<file path="src/rtl/universal_shift_reg.sv">
// rtl/universal_shift_reg.sv - universal shift register with counted burst-shift FSM
// Optional feature macro: USR_ROTATE_EN (adds input rot; shifts rotate instead of filling from serial inputs)
module universal_shift_reg #(
  parameter int WIDTH = 8,
  parameter int CNT_W = 4
) (
  input  logic             clk,
  input  logic             rst_n,
  input  logic             en,
  input  logic [1:0]       mode,
  input  logic [WIDTH-1:0] d,
  input  logic             sin_r,
  input  logic             sin_l,
  input  logic             start,
  input  logic             dir,
  input  logic [CNT_W-1:0] shift_cnt,
`ifdef USR_ROTATE_EN
  input  logic             rot,
`endif
  output logic [WIDTH-1:0] q,
  output logic             sout_r,
  output logic             sout_l,
  output logic             busy,
  output logic             done
);

  typedef enum logic [1:0] {
    S_IDLE  = 2'd0,
    S_SHIFT = 2'd1,
    S_DONE  = 2'd2
  } state_t;

  localparam logic [CNT_W-1:0] CNT_ONE = CNT_W'(1);

  state_t           state_q, state_d;
  logic [CNT_W-1:0] cnt_q, cnt_d;
  logic             dir_q, dir_d;
  logic [WIDTH-1:0] q_q, q_d;
  logic             rot_live;
  logic             rot_burst;

`ifdef USR_ROTATE_EN
  logic rot_q, rot_d;
  assign rot_live  = rot;
  assign rot_burst = rot_q;
`else
  assign rot_live  = 1'b0;
  assign rot_burst = 1'b0;
`endif

  // One shift step; in rotate mode the outgoing bit replaces the serial input
  function automatic logic [WIDTH-1:0] shift_fn(
    input logic [WIDTH-1:0] v,
    input logic             left,
    input logic             rot_on,
    input logic             s_r,
    input logic             s_l
  );
    logic fill_r;
    logic fill_l;
    fill_r = rot_on ? v[0] : s_r;
    fill_l = rot_on ? v[WIDTH-1] : s_l;
    return left ? {v[WIDTH-2:0], fill_l} : {fill_r, v[WIDTH-1:1]};
  endfunction

  // State and datapath registers; everything holds while en is low
  always_ff @(posedge clk or negedge rst_n) begin
    if (!rst_n) begin
      state_q <= S_IDLE;
      cnt_q   <= '0;
      dir_q   <= 1'b0;
      q_q     <= '0;
`ifdef USR_ROTATE_EN
      rot_q   <= 1'b0;
`endif
    end else begin
      state_q <= state_d;
      cnt_q   <= cnt_d;
      dir_q   <= dir_d;
      q_q     <= q_d;
`ifdef USR_ROTATE_EN
      rot_q   <= rot_d;
`endif
    end
  end

  // Next state: burst start wins over manual mode in IDLE; inputs ignored elsewhere
  always_comb begin
    state_d = state_q;
    cnt_d   = cnt_q;
    dir_d   = dir_q;
    q_d     = q_q;
`ifdef USR_ROTATE_EN
    rot_d   = rot_q;
`endif
    if (en) begin
      case (state_q)
        S_IDLE: begin
          if (start) begin
            dir_d = dir;
`ifdef USR_ROTATE_EN
            rot_d = rot;
`endif
            if (shift_cnt != '0) begin
              q_d     = shift_fn(q_q, dir, rot_live, sin_r, sin_l);
              cnt_d   = shift_cnt - CNT_ONE;
              state_d = (shift_cnt > CNT_ONE) ? S_SHIFT : S_DONE;
            end else begin
              cnt_d   = '0;
              state_d = S_DONE;
            end
          end else begin
            case (mode)
              2'b01:   q_d = shift_fn(q_q, 1'b0, rot_live, sin_r, sin_l);
              2'b10:   q_d = shift_fn(q_q, 1'b1, rot_live, sin_r, sin_l);
              2'b11:   q_d = d;
              default: q_d = q_q;
            endcase
          end
        end
        S_SHIFT: begin
          q_d   = shift_fn(q_q, dir_q, rot_burst, sin_r, sin_l);
          cnt_d = cnt_q - CNT_ONE;
          if (cnt_q == CNT_ONE) begin
            state_d = S_DONE;
          end
        end
        S_DONE: begin
          state_d = S_IDLE;
        end
        default: begin
          state_d = S_IDLE;
        end
      endcase
    end
  end

  // Outputs decode registered state only
  always_comb begin
    q      = q_q;
    sout_r = q_q[0];
    sout_l = q_q[WIDTH-1];
    busy   = (state_q == S_SHIFT);
    done   = (state_q == S_DONE);
  end

endmodule

</file>
<file path="config.mk">
export PLATFORM = sky130hd
export DESIGN_NAME = universal_shift_reg
export DESIGN_NICKNAME = d
export VERILOG_FILES = /design/src/rtl/universal_shift_reg.sv
export SDC_FILE = /design/constraint.sdc
export NUM_CORES = 1
export LEC_CHECK = 0
export CAP_MARGIN = 20
export CORE_ASPECT_RATIO = 1.5
export CORE_MARGIN = 4
export CORE_UTILIZATION = 48
export CTS_CLUSTER_DIAMETER = 60
export DETAILED_ROUTE_END_ITERATION = 8
export HOLD_SLACK_MARGIN = 0.05
export PLACE_DENSITY = 0.83
export SYNTH_ARGS = -nofsm -noshare
export SYNTH_HDL_FRONTEND = slang
export SYNTH_SLANG_ARGS = --single-unit
</file>
<file path="constraint.sdc">
create_clock -name clk -period 1.7 [get_ports clk]
set_input_delay 0.255 -clock clk [delete_from_list [all_inputs] [get_ports clk]]
set_output_delay 0.255 -clock clk [all_outputs]
set_load 0.01 [all_outputs]
</file>
-- After elaboration in Yosys (flattened, before gate mapping)
Index checks and enable logic that the tools add are counted.
- add/subtract/negate cells: 2
- order comparisons: 1
- equal/unequal tests: 10
- multiplexer cells: 14
- reduce and logical (&&, ||, !) cells: 7
- operators by type and width (kind ; count):
    8-bit two-way mux ; 4
    8-bit case mux with 3 select lines ; 1
    8-bit case mux with 2 select lines ; 1
    3-bit AND reduction ; 3
    2-bit two-way mux ; 4
    4-bit two-way mux ; 2
    4-bit case mux with 2 select lines ; 1
    4-bit by 1-bit subtractor with 4-bit output, second input constant ; 2
    2-bit equality test, second input constant ; 3
    5-bit by 2-bit != test with 1-bit output, second input constant ; 1
    2-bit by 1-bit equality test with 1-bit output, second input constant ; 2
    4-bit by 1-bit equality test with 1-bit output, second input constant ; 1
    4-bit by 1-bit > comparator with 1-bit output, second input constant ; 1
    2-bit case mux with 2 select lines ; 1
    4-bit AND reduction ; 1
    4-bit nonzero test ; 1
    3-bit != test, second input constant ; 1
    2-bit logical NOT ; 1
    2-bit by 1-bit != test with 1-bit output, second input constant ; 1
    2-bit != test, second input constant ; 1
    2-bit nonzero test ; 1
- bits in registers: 15
- input bits: 21
- output and inout bits: 12
- logic and storage cells: 38

-- Depth between registers and ports, before layout
- word-level depth: 5
- mapped depth: 7
- depth with buffers taken out: 5

-- Worst setup path before layout
OpenSTA, ideal clock, no wires.
- path type: reg-to-reg
- start: register state_q[0]
- end: register q_q[1], in the netlist q[1]
- library setup time: 129 ps
- data arrival time: 1397 ps
- required time: 1571 ps
- slack: 174 ps
- cell stages (with the launch flop): 8
- buffers on the path: 3
- period minus slack after synthesis: 1526 ps
- cells stage by stage: dfrtp_1 -> buf_2 -> nand2b_1 -> inv_1 -> buf_2 -> buf_2 -> a221oi_1 -> a21oi_1
- word-level cells in the longest chain between the ends: 3
- elaborated cells on any way between the ends: 7
- classes of those cells: 3 x eq/ne; 1 x mux; 3 x reduce/logical
- RTL lines (item ; RTL line ; RTL):
    start, declared ; 35 ; state_t state_q, state_d;
    start signal, assigned ; 77 ; state_q <= state_d;
    2-bit by 1-bit equality test with 1-bit output (*) ; - ;
    named net busy ; 23 ; output logic busy,
    2-bit nonzero test (no line) ; - ;
    4-bit AND reduction (no line) ; - ;
    end signal, assigned ; 80 ; q_q <= q_d;
    end, declared ; 38 ; logic [WIDTH-1:0] q_q, q_d;
Mark *: on every way through the listed nets, which the timed path passes. The rest lies on a longest branch.
A chain may end at the register's enable or synchronous reset.

-- Final worst setup path
- start: input port shift_cnt[2]
- end: register q_q[3], in the netlist q[3]
- word-level cells in the longest chain between the ends: 3
- RTL lines (item ; RTL line ; RTL):
    start, declared ; 16 ; input logic [CNT_W-1:0] shift_cnt,
    4-bit nonzero test ; 104 ; if (shift_cnt != '0) begin
    3-bit != test (no line) ; - ;
    4-bit AND reduction (no line) ; - ;
No other way between the ends.

==> flow_summary.toml <==
[synth]
synth_top_cell_area_share_pct = 30.15
synth_fa_ha_area_share_pct = 2.010
muxShareOfSynthArea_pct = 21.81
yosys.area.top_type = "dfrtp_1"
yosys.area_share.simple_pct = 14.07
yosys_warnings = 0
synth.net_count = 163
synthXorXnorAreaFrac_pct = 0
ys_seq_area_share_pct = 30.15
synth-seq-cells = 15
synthCells = 140
syn-cell-area_um2 = 1245
synth-compound-area-share_pct = 24.72
ys_types = 32
synth.area.top_cells = "dfrtp_1, mux2_2, nor2_1"
synth_top_family_by_area = "compound AO/OA/AOI/OAI gates"
syn_area_per_cell_um2 = 8.892

[floorplanning]
fp-row-count = 22
boundaryPins = 33
dieWidth_um = 49.58
core_area_um2 = 2477
dieArea_um2 = 3489
die_height_um = 70.38
start_util_pct = 50.25

[timing]
hold_viol = 0
tightest_slew_ns = 0.4122
fin_skew_ns = 0.0005853
finalSetupViolCount = 0
fin_crit_sh_pct = 97.53
slew_viol_final = 0
timing.fmax_mhz = 603.1
setup_ws_ns = 0.04196
fin_crit_ns = 1.658
slew_headroom_pct = 71.81
fin_tns_setup_ns = 0

[routing]
viasPerCell = 6.190
first_pass_iters = 4
num_vias = 1306
drc = 0
wl_um = 3427
ant_nets = 0
drt_iter0_drc = 20
wl_per_cell_um = 16.24

[clocking]
cts_buffers = 3
postCtsHoldBufs = 0
cts_tree = "yes"
htreeDepth = 1
clk_pin_slew_ns = 0.08
insertion_delay_ns = 0.29
cts_sinks = 15
clockBufferDepth = 2
clockRootBuffer = "clkbuf_4"

[status]
outcome = "finished, final reports clean"

[finish]
mostFrequentLayoutCells = "clkdlybuf4s50_1, nor2_1, buf_4"
final_nets = 211
seq_area_um2 = 375.4
areaGrowthSynthToFinish_pct = 39.90
final_common_cell = "clkdlybuf4s50_1"
drive_above_1_share_pct = 24.60
multi_input_area_um2 = 802.0
nFillCells = 189
antenna_cells = 0
fin_util_pct = 70.30

[placed_design]
place_ws_ns = -0.2652
post-dp-hpwl_um = 2564
port-buffer-count = 32
gp_congestion = 0.8086

[pwr]
power_mw = 2.749
total_leakage_power_nw = 0.7315
powerDensity_nw_per_um2 = 1578
ir_drop_mv = 1.078

[setup_path]
crit_path_start_kind = "primary input"
critical_path.max_fanout = 8
r2r_start = "state_q[1]$_DFFE_PN0P_"
crit_required_ns = 1.87
rr_worst_depth = 6
reg2reg_to = "q[4]$_DFFE_PN0P_"
criticalPathCategory = "primary input to flip-flop"
arrival_ns = 1.83
rrSetupSlack_ns = 0.15
endpoint_kind = "flip-flop"

[grt]
antenna_found_initial = 0
gr-total-overflow = 0
grt_max_degree = 17
grt_pass1_wl_um = 5533
grt_pass1_vias = 1250
grt_use_total_pct = 19.64

[job]
cap_violations = 0

[min_path]
hold_path_class = "primary input to async pin"
[cells in the mapped netlist]
cell,instances
mux2i_1,8
buf_4,2
ha_1,2
or4_4,1
o21ai_1,1
o31ai_1,1
a22oi_1,1
buf_2,6
buf_6,1
nand2b_1,1
clkbuf_1,2
o211ai_1,1
or3_1,2
inv_1,6
a21oi_1,12
and2b_1,1
o311a_4,1
nor3_1,2
a221oi_1,8
nor2_1,25
o22a_1,2
or4_1,2
mux2_2,17
dfrtp_1,15
buf_1,1
o21ai_0,2
a2111oi_0,8
a22o_1,1
o21a_1,1
a31oi_1,1
nand2_1,5
o32ai_1,1
[worst max-delay path, cell delays in order]
cell and delay [ns]:
clkdlybuf4s50_1 0.42, or4_4 0.55, o311a_4 0.42, nor2_1 0.13
a21oi_1 0.05
[worst max path at each step]
stage                            from                to  slack [ns]  cells after the start
3_5_place_dp             shift_cnt[3]  q[2]$_DFFE_PN0P_       -0.27                      5
6_report                 shift_cnt[2]  q[3]$_DFFE_PN0P_        0.04                      5
3_3_place_gp             shift_cnt[3]  q[7]$_DFFE_PN0P_       -0.23                      5
2_1_floorplan  state_q[0]$_DFFE_PN0P_  q[1]$_DFFE_PN0P_        0.17                      7
4_1_cts                  shift_cnt[3]  q[2]$_DFFE_PN0P_        0.04                      5
5_1_grt                       mode[0]  q[4]$_DFFE_PN0P_       -0.04                      6
[state kept, by name (all words and copies together) (netlist names)]
| signal | count |
|---|---|
| cnt_q | 4 |
| q | 8 |
| state_q | 2 |
| dir_q | 1 |
[power by group]
group          leakage (nW)  total [mW]  switching [mW]  internal, mW
Sequential            0.173       0.806           0.272         0.535
Clock                0.0150       0.205           0.113        0.0913
Combinational         0.544        1.74           0.772         0.966
[cells by family after synthesis]
| logic type | count (synthesis) |
|---|---|
| fa+ha+maj | 2 |
| compound gates | 41 |
| flops | 15 |
| buf+inv | 18 |
| mux | 25 |
| simple gates | 39 |
[stage by stage]
step | hold WS, ns | cells | instance area (um^2)
2_1_floorplan | -0.04059 | 140 | 1245
3_3_place_gp | 0.5003 | 206 | 1693
3_5_place_dp | 0.5190 | 206 | 1693
4_1_cts | 0.2789 | 210 | 1717
5_1_grt | 0.2751 | 211 | 1742
6_report | 0.2723 | 211 | 1742
[area by class of cell]
type | instances | area share, %
flip-flops and latches | 15 | 21.55
inverters | 6 | 1.293
multi-input cells | 108 | 46.05
well taps | 24 | 1.724
clock buffers | 4 | 1.509
repair buffers | 54 | 27.87
[routing by layer]
metal	global-route usage, %	vias up	share of wire, %
li1	-	623	-
met1	20.58	638	38
met2	36.82	36	56
met3	2.985	9	4.4
met4	9.231	0	2.1
met5	0	-	0
[repair_timing]
| action | CTS | global route |
|---|---|---|
| setup buffers | 0 | 0 |
| gates cloned | 0 | 1 |
| endpoints found under the setup margin | 2 | 6 |
| pin swaps | 0 | 1 |
| gates resized for setup | 3 | 3 |
| hold endpoints to repair | 0 | 0 |
(Power assumes the default switching activity.)
